==> config.mk <==
export PLATFORM = sky130hd
export DESIGN_NAME = cursor_nav
export DESIGN_NICKNAME = d
export VERILOG_FILES = /design/src/rtl/cursor_nav_pkg.sv /design/src/rtl/btn_debounce.sv /design/src/rtl/cursor_nav.sv
export SDC_FILE = /design/constraint.sdc
export NUM_CORES = 1
export LEC_CHECK = 0
export CAP_MARGIN = 20
export CORE_UTILIZATION = 55
export CTS_BUF_LIST = sky130_fd_sc_hd__clkbuf_16
export DETAILED_ROUTE_END_ITERATION = 12
export PLACE_DENSITY = 0.75
export SYNTH_ARGS = -nofsm -noshare
export SYNTH_HDL_FRONTEND = slang
export SYNTH_SLANG_ARGS = --single-unit
==> constraint.sdc <==
create_clock -name clk -period 2.2 [get_ports clk]
set_input_delay 0.44 -clock clk [delete_from_list [all_inputs] [get_ports clk]]
set_output_delay 0.44 -clock clk [all_outputs]
set_load 0.01 [all_outputs]
==> src/rtl/cursor_nav_pkg.sv <==
// Shared types for the cursor navigator: direction FSM states, the
// direction encoding carried on move_dir, and the press-priority helper.
package cursor_nav_pkg;

   typedef enum logic [1:0] {
      IDLE   = 2'd0,
      DELAY  = 2'd1,
      REPEAT = 2'd2,
      HOLD   = 2'd3
   } nav_state_t;

   typedef logic [1:0] dir_t;

   // The encoding doubles as the index of the button in the press vector
   localparam dir_t DIR_UP    = 2'b00;
   localparam dir_t DIR_DOWN  = 2'b01;
   localparam dir_t DIR_LEFT  = 2'b10;
   localparam dir_t DIR_RIGHT = 2'b11;

   // Resolve simultaneous press events: up > down > left > right
   function automatic dir_t prio_dir(input logic [3:0] ev);
      if (ev[0]) return DIR_UP;
      if (ev[1]) return DIR_DOWN;
      if (ev[2]) return DIR_LEFT;
      return DIR_RIGHT;
   endfunction

endpackage

==> src/rtl/btn_debounce.sv <==
// One push-button front end: 2-FF synchroniser, counting debouncer and a
// single-cycle registered press event on the debounced rising edge.
module btn_debounce #(
   parameter int DEBOUNCE_CYCLES = 330000
) (
   input  logic clk,
   input  logic rst,
   input  logic btn,
   output logic level,
   output logic press
);

   localparam int CW = $clog2(DEBOUNCE_CYCLES + 1);

   logic          meta;
   logic          sync;
   logic          level_q;
   logic [CW-1:0] cnt;

   // Two-flop synchroniser for the asynchronous raw button
   // NOTE: reset is sampled on the clock edge, and all state uses <= so every
   // flop sees pre-edge values regardless of block ordering.
   always_ff @(posedge clk) begin
      if (rst) begin
         meta <= 1'b0;
         sync <= 1'b0;
      end else begin
         meta <= btn;
         sync <= meta;
      end
   end

   // Accept a level change only after DEBOUNCE_CYCLES disagreeing samples in a row
   always_ff @(posedge clk) begin
      if (rst) begin
         level <= 1'b0;
         cnt   <= '0;
      end else if (sync == level) begin
         cnt <= '0;
      end else if (cnt == CW'(DEBOUNCE_CYCLES - 1)) begin
         level <= sync;
         cnt   <= '0;
      end else begin
         cnt <= cnt + CW'(1);
      end
   end

   // Registered one-cycle press event on the debounced rising edge
   always_ff @(posedge clk) begin
      if (rst) begin
         level_q <= 1'b0;
         press   <= 1'b0;
      end else begin
         level_q <= level;
         press   <= level & ~level_q;
      end
   end

endmodule

==> src/rtl/cursor_nav.sv <==
// Cursor navigator: debounces five buttons, runs the direction/auto-repeat
// FSM and moves a cursor over a COLS x ROWS grid with wrap or saturation.
module cursor_nav
   import cursor_nav_pkg::*;
#(
   parameter int COLS            = 4,
   parameter int ROWS            = 5,
   parameter int DEBOUNCE_CYCLES = 330000,
   parameter int REPEAT_EN       = 1,
   parameter int REPEAT_DELAY    = 16500000,
   parameter int REPEAT_RATE     = 4950000,
   parameter int WRAP            = 1,
   localparam int XW = ($clog2(COLS) > 1) ? $clog2(COLS) : 1,
   localparam int YW = ($clog2(ROWS) > 1) ? $clog2(ROWS) : 1
) (
   input  logic          clk,
   input  logic          rst,
   input  logic          btn_up,
   input  logic          btn_down,
   input  logic          btn_left,
   input  logic          btn_right,
   input  logic          btn_sel,
   output logic [XW-1:0] cursor_x,
   output logic [YW-1:0] cursor_y,
   output logic          move_pulse,
   output logic [1:0]    move_dir,
   output logic          sel_pulse
);

   localparam int TMAX = (REPEAT_DELAY > REPEAT_RATE) ? REPEAT_DELAY : REPEAT_RATE;
   localparam int TW   = $clog2(TMAX) + 1;
   localparam logic [XW-1:0] X_MAX = XW'(COLS - 1);
   localparam logic [YW-1:0] Y_MAX = YW'(ROWS - 1);

   // Bit order matches the direction encoding; bit 4 is select
   logic [4:0] raw_btn;
   logic [4:0] lvl;
   logic [4:0] prs;
   logic       unused_sel_level;

   nav_state_t    state, state_nxt;
   dir_t          hold_dir, hold_dir_nxt;
   logic [TW-1:0] timer, timer_nxt;
   logic          step;
   logic [XW-1:0] x_nxt;
   logic [YW-1:0] y_nxt;
   logic          moved;

   assign raw_btn          = {btn_sel, btn_right, btn_left, btn_down, btn_up};
   assign unused_sel_level = lvl[4];

   for (genvar i = 0; i < 5; i++) begin : g_btn
      btn_debounce #(
         .DEBOUNCE_CYCLES(DEBOUNCE_CYCLES)
      ) u_btn (
         .clk  (clk),
         .rst  (rst),
         .btn  (raw_btn[i]),
         .level(lvl[i]),
         .press(prs[i])
      );
   end

   // Direction FSM state, latched direction and repeat timer
   always_ff @(posedge clk) begin
      if (rst) begin
         state    <= IDLE;
         hold_dir <= DIR_UP;
         timer    <= '0;
      end else begin
         state    <= state_nxt;
         hold_dir <= hold_dir_nxt;
         timer    <= timer_nxt;
      end
   end

   // Next state: start on a press event, time the repeat, leave on release
   // NOTE: every variable gets a default first so no path leaves one unassigned (no latches).
   always_comb begin
      state_nxt    = state;
      hold_dir_nxt = hold_dir;
      timer_nxt    = timer;
      step         = 1'b0;
      case (state)
         IDLE: begin
            if (|prs[3:0]) begin
               hold_dir_nxt = prio_dir(prs[3:0]);
               step         = 1'b1;
               timer_nxt    = '0;
               state_nxt    = (REPEAT_EN != 0) ? DELAY : HOLD;
            end
         end
         DELAY: begin
            if (!lvl[hold_dir]) begin
               state_nxt = IDLE;
               timer_nxt = '0;
            end else if (timer == TW'(REPEAT_DELAY - 1)) begin
               step      = 1'b1;
               timer_nxt = '0;
               state_nxt = REPEAT;
            end else begin
               timer_nxt = timer + TW'(1);
            end
         end
         REPEAT: begin
            if (!lvl[hold_dir]) begin
               state_nxt = IDLE;
               timer_nxt = '0;
            end else if (timer == TW'(REPEAT_RATE - 1)) begin
               step      = 1'b1;
               timer_nxt = '0;
            end else begin
               timer_nxt = timer + TW'(1);
            end
         end
         HOLD: begin
            if (!lvl[hold_dir]) begin
               state_nxt = IDLE;
            end
         end
         default: state_nxt = IDLE;
      endcase
   end

   // Move arithmetic: wrap or saturate at the grid edges
   always_comb begin
      x_nxt = cursor_x;
      y_nxt = cursor_y;
      moved = 1'b0;
      if (step) begin
         case (hold_dir_nxt)
            DIR_UP: begin
               if (cursor_y != '0) begin
                  y_nxt = cursor_y - YW'(1);
                  moved = 1'b1;
               end else if (WRAP != 0) begin
                  y_nxt = Y_MAX;
                  moved = 1'b1;
               end
            end
            DIR_DOWN: begin
               if (cursor_y != Y_MAX) begin
                  y_nxt = cursor_y + YW'(1);
                  moved = 1'b1;
               end else if (WRAP != 0) begin
                  y_nxt = '0;
                  moved = 1'b1;
               end
            end
            DIR_LEFT: begin
               if (cursor_x != '0) begin
                  x_nxt = cursor_x - XW'(1);
                  moved = 1'b1;
               end else if (WRAP != 0) begin
                  x_nxt = X_MAX;
                  moved = 1'b1;
               end
            end
            default: begin
               if (cursor_x != X_MAX) begin
                  x_nxt = cursor_x + XW'(1);
                  moved = 1'b1;
               end else if (WRAP != 0) begin
                  x_nxt = '0;
                  moved = 1'b1;
               end
            end
         endcase
      end
   end

   // Registered outputs: cursor and strobes change on the same edge
   always_ff @(posedge clk) begin
      if (rst) begin
         cursor_x   <= '0;
         cursor_y   <= '0;
         move_pulse <= 1'b0;
         move_dir   <= DIR_UP;
         sel_pulse  <= 1'b0;
      end else begin
         cursor_x   <= x_nxt;
         cursor_y   <= y_nxt;
         move_pulse <= moved;
         if (moved) begin
            move_dir <= hold_dir_nxt;
         end
         sel_pulse  <= prs[4];
      end
   end

endmodule

Word level (Yosys, flattened, before mapping):

Cells that the tools add are included.

* add/subtract/negate cells: 10
* magnitude comparators: 1
* equal/unequal tests: 22
* multiplexer cells: 46
* bitwise operators: 16
* reduce and logical (&&, ||, !) cells: 23

Operators with widths (number)
* two-way mux 25 bit: 5
* adder 19 x 1 -> 19 bit (second input constant): 5
* equality test 19 bit (second input constant): 5
* case mux 25 bit (3 select lines): 1
* two-way mux 2 bit: 14
* adder 25 x 1 -> 25 bit (second input constant): 1
* equality test 25 x 23 -> 1 bit (second input constant): 1
* equality test 25 x 24 -> 1 bit (second input constant): 1
* two-way mux 1 bit: 19
* AND reduction 2 bit: 8
* OR reduction 3 bit: 5
* NOT 1 bit: 11
* equality test 2 bit (second input constant): 3
* two-way mux 3 bit: 2
* != test 2 bit (second input constant): 3
* != test 3 bit (second input constant): 2
* case mux 2 bit (3 select lines): 1
* case mux 3 bit (2 select lines): 1
* nonzero test 3 bit: 2
* bitwise AND 1 bit: 5
* equality test 1 bit: 5
* equality test 2 x 1 -> 1 bit (second input constant): 2
* zero test 2 bit: 2
* less-than comparator 2 x 4 -> 1 bit (second input constant): 1
* other kinds (11): 13

* flip-flop bits (word level): 158
* input bits: 7
* output and inout bits: 9
* logic and storage cells: 156

Logic depth before layout (Yosys ltp):

* word-level depth: 19
* gate-level depth with buffers: 9
* mapped depth without buffers: 8

Modules after synthesis:

From an unflattened synthesis, not the netlist that was laid out.

* cell total of the unflattened synthesis: 826
* area, all modules: 7528.5 um2

By module, submodules not included
* btn_debounce: times used 5, cells each 111, area each 1046.0 um2
* cursor_nav: times used 1, cells each 271, area each 2298.5 um2

Worst setup path before layout:

OpenSTA, ideal clock, no wires.

* path kind: flip-flop to flip-flop
* start point: register state[0]
* end point: register cursor_y[0]
* library setup time: 0.067 ns
* data arrival time: 1.942 ns
* slack: 0.191 ns
* cell stages (with the launch flop): 9
* path buffers: 0
* cell sequence: dfxtp_1 > inv_1 > ha_1 > o21a_1 > o21ai_2 > nand3_1 > mux2_2 > a211o_1 > a21oi_2

* word-level cells in the longest chain between the ends: 5

RTL lines
* from (decl): line cursor_nav.sv:41 `nav_state_t state, state_nxt;`
* from (signal assigned): line cursor_nav.sv:71 `state <= state_nxt;`
* zero test 2 bit: line cursor_nav.sv:84 `case (state)`
* two-way mux 2 bit: line cursor_nav.sv:84
* equality test 2 x 1 -> 1 bit / zero test 2 bit (equally long branches): line cursor_nav.sv:131 `case (hold_dir_nxt)`
* nonzero test 2 bit (no source line)
* AND reduction 2 bit (no source line)
* to (signal assigned): line cursor_nav.sv:182 `cursor_y <= y_nxt;`
* to (decl): line cursor_nav.sv:24 `output logic [YW-1:0] cursor_y,`

Several ways; a longest one is shown, not always the timed one.
A chain may end at the register's enable or synchronous reset.

Worst setup path in the final report:

* start point: register timer[0]
* end point: register timer[11]

* word-level cells in the longest chain between the ends: 4

RTL lines
* from (decl): line cursor_nav.sv:43 `logic [TW-1:0] timer, timer_nxt;`
* from (signal assigned): line cursor_nav.sv:73 `timer <= timer_nxt;`
* adder 25 x 1 -> 25 bit, or another cell as far along: line cursor_nav.sv:102, cursor_nav.sv:113
* two-way mux 25 bit (on tied branches): line cursor_nav.sv:109, cursor_nav.sv:97
* two-way mux 25 bit (on tied branches): line cursor_nav.sv:106, cursor_nav.sv:94
* case mux 25 bit (3 select lines) *: line cursor_nav.sv:84

Every way passes the cells marked *; elsewhere a longest branch is shown, timed or not.

==> results.json <==
{
  "syn_nets": 828,
  "synth_fa_ha_area_frac": 0.0313,
  "synthSimpleGateAreaFrac": 0.304,
  "drt_pass1_iterations": 4,
  "synth-seq-area-share": 0.440,
  "cp-end-kind": "flop",
  "cts_buffer_depth": 2,
  "hold_class": "reg -> reg",
  "cts_tree": "done",
  "synth-compound-area-share": 0.0491,
  "power_w": 0.00615,
  "worstMarginPinSlew_ns": 0.643,
  "maxSlewViolCount": 0,
  "globalplace.congestion": 0.836,
  "vias": 5470,
  "routed_via_density": 5.41,
  "drc": 0,
  "fmax_mhz": 472,
  "required_ns": 2.55,
  "synth_top_family_by_area": "simple AND/OR/NAND/NOR gates",
  "wl_per_cell_um": 13.1,
  "syn-cell-area_sq_um": 7190,
  "start_kind": "flop",
  "boundaryPins": 16,
  "stdcell_area_sq_um": 8160,
  "synth_top_cell_area_share": 0.440,
  "area_growth_pct": 13.5,
  "netlist_top_cells_area": "dfxtp_1 (44%), nor2_1 (8.0%), xor2_1 (6.7%)",
  "finalSetupViolCount": 0,
  "num_rows": 41,
  "slew-limit-headroom": 0.571,
  "max_cap_violations": 0,
  "reg2reg_slack_ns": 0.08,
  "cellPowerDensity_nw_per_um2": 754,
  "postCtsResizedCells": 0,
  "synth_cell_type_count": 67,
  "synthArstFlopShare": 0,
  "r2r-start": "timer[0]$_SDFFE_PP0P_",
  "synth-xor-area-share": 0.124,
  "die_w_um": 116,
  "coreArea_sq_um": 12700,
  "drive_gt1_frac": 0.0965,
  "fp.dieH_um": 116,
  "cts_buffers": 17,
  "holdPathStages": 1,
  "finClkSkew_ns": 0.0141,
  "synth-seq-cells": 158,
  "synth_area_per_cell_sq_um": 8.95,
  "synth_edf_count": 0,
  "nNetsFinal": 851,
  "routed_wirelength_um": 13300,
  "clk_pin_slew_ns": 0.06,
  "yosysMostFrequentCell": "dfxtp_1",
  "root_buffer": "clkbuf_16",
  "dp_hpwl_um": 9270,
  "h-tree-depth": 4,
  "synth.area.mux_share": 0.0211,
  "status": "complete, no violations",
  "die-area_sq_um": 13500,
  "period_share": 0.963,
  "path_max_fanout": 9,
  "ys_warn_count": 0,
  "grt_pass1_wl_um": 22900,
  "grt.overflow.total": 0,
  "fin_crit_ns": 2.12,
  "synth_area_leader_cell": "dfxtp_1",
  "rr_worst_depth": 7,
  "worstSetupEndpoint": "timer[11]$_SDFFE_PP0P_",
  "grt_max_degree": 32,
  "port_buffers": 15,
  "ctsHoldBuffers": 0,
  "p_leak_nw": 2.72,
  "initial_utilization": 0.567,
  "clk_latency_ns": 0.43,
  "grt_pass1_vias": 5250,
  "numClockSinks": 158,
  "antenna_found_initial": 0,
  "track_usage": 0.215,
  "synthTopCellsByCount": "dfxtp_1 (158), nor2_1 (154), nand2_1 (57), xor2_1 (55), xnor2_1 (47)",
  "rsz0062_at_grt": "yes",
  "drtAntennaViolNets": 0,
  "ir_drop_mv": 0.684,
  "r2r-end": "timer[11]$_SDFFE_PP0P_",
  "n_antenna_cell": 0,
  "post_cts_buffers": 0,
  "arrival_ns": 2.47,
  "synth_cells": 803,
  "critical_path_class": "reg -> reg",
  "hold_viol_final": 0,
  "startpoint": "timer[0]$_SDFFE_PP0P_",
  "dr.first_iter.drc_count": 363,
  "placed_cell_area_sq_um": 7520,
  "dominantRegCellSynth": "dfxtp_1"
}
[layer usage]
layer | track usage | up-vias | share of wire
li1 | - | 2795 | -
met1 | 0.253 | 2581 | 0.47
met2 | 0.369 | 83 | 0.49
met3 | 0.0659 | 11 | 0.032
met4 | 0.0778 | 0 | 0.0096
met5 | 0 | - | 0
[critical path: stages (launching register included)]
cell     delay, ns
dfxtp_1       0.34
ha_1          0.26
and4_1        0.28
nand3_2       0.12
o21ai_2       0.08
a21oi_2       0.38
or3b_1        0.39
a31oi_1       0.19
[where the power goes]
group          switching [W]  internal (W)  leakage (nW)
logic              0.0000853     0.0000495          1.14
registers         0.00000932       0.00287          1.27
clock network        0.00122       0.00192         0.298
total                0.00131       0.00484          2.72
[cell usage in the layout (no fill, tap or decap), drive strengths merged, types with 17 or more instances in the layout]
cell type	netlist	routed
nor2	160	160
dfxtp	158	158
nand2	57	57
xor2	55	55
xnor2	47	47
nand3	40	40
nand4	36	36
inv	24	28
nor2b	23	23
ha	18	18
clkbuf	8	17
and3	17	17
[through the flow]
step                      setup slack [ns]   util  setup TNS (ns)  cells  hold WS, ns
after global placement               0.193  0.593               0    979        0.372
after detailed placement             0.109  0.593               0    979        0.371
after floorplan                      0.191      -               0    803        0.367
after global routing               -0.0306  0.644         -0.0569   1011        0.384
final                               0.0805  0.644               0   1011        0.381
after CTS                           0.0847  0.644               0   1011        0.380
[flip-flops by register name, indices dropped and copies added (netlist names)]
name and count:
sel_pulse 1, g_btn.u_btn.press 5, timer 25, hold_dir 2
move_dir 2, move_pulse 1, g_btn.u_btn.level_q 5, cursor_y 3
g_btn.u_btn.sync 5, g_btn.u_btn.level 5, g_btn.u_btn.cnt 95, state 2
g_btn.u_btn.meta 5, cursor_x 2
[layout make-up]
| class | instances | area [sq um] |
|---|---|---|
| fill | 1029 | 4510 |
| inverter | 24 | 90.1 |
| clock buffer | 17 | 425 |
| clock inverter | 15 | 210 |
| multi-input combinational | 597 | 3810 |
| timing repair buffer | 28 | 243 |
| tap | 172 | 215 |
| sequential | 158 | 3160 |
[worst min-delay path by stage]
stage	startpoint	end	slack [ns]
global placement	g_btn[2].u_btn.level_q$_SDFF_PP0_	g_btn[2].u_btn.press$_SDFF_PP0_	0.37
global route	g_btn[0].u_btn.level_q$_SDFF_PP0_	g_btn[0].u_btn.press$_SDFF_PP0_	0.38
CTS	g_btn[2].u_btn.level_q$_SDFF_PP0_	g_btn[2].u_btn.press$_SDFF_PP0_	0.38
finish	g_btn[2].u_btn.level_q$_SDFF_PP0_	g_btn[2].u_btn.press$_SDFF_PP0_	0.38
detailed placement	g_btn[2].u_btn.level_q$_SDFF_PP0_	g_btn[2].u_btn.press$_SDFF_PP0_	0.37
floorplan	g_btn[0].u_btn.level_q$_SDFF_PP0_	g_btn[0].u_btn.press$_SDFF_PP0_	0.37
[cell families (layout without fill, tap and decap cells)]
| kind of cell | Yosys count | in the layout |
|---|---|---|
| AND/OR/NAND/NOR | 415 | 415 |
| flip-flops | 158 | 158 |
| XOR/XNOR | 102 | 102 |
| AO/OA/AOI/OAI | 49 | 49 |
| buffers and inverters | 48 | 84 |
| adder cells (fa/ha/maj) | 18 | 18 |
| multiplexers | 13 | 13 |
Note: power is estimated with default switching activity, not from simulation.
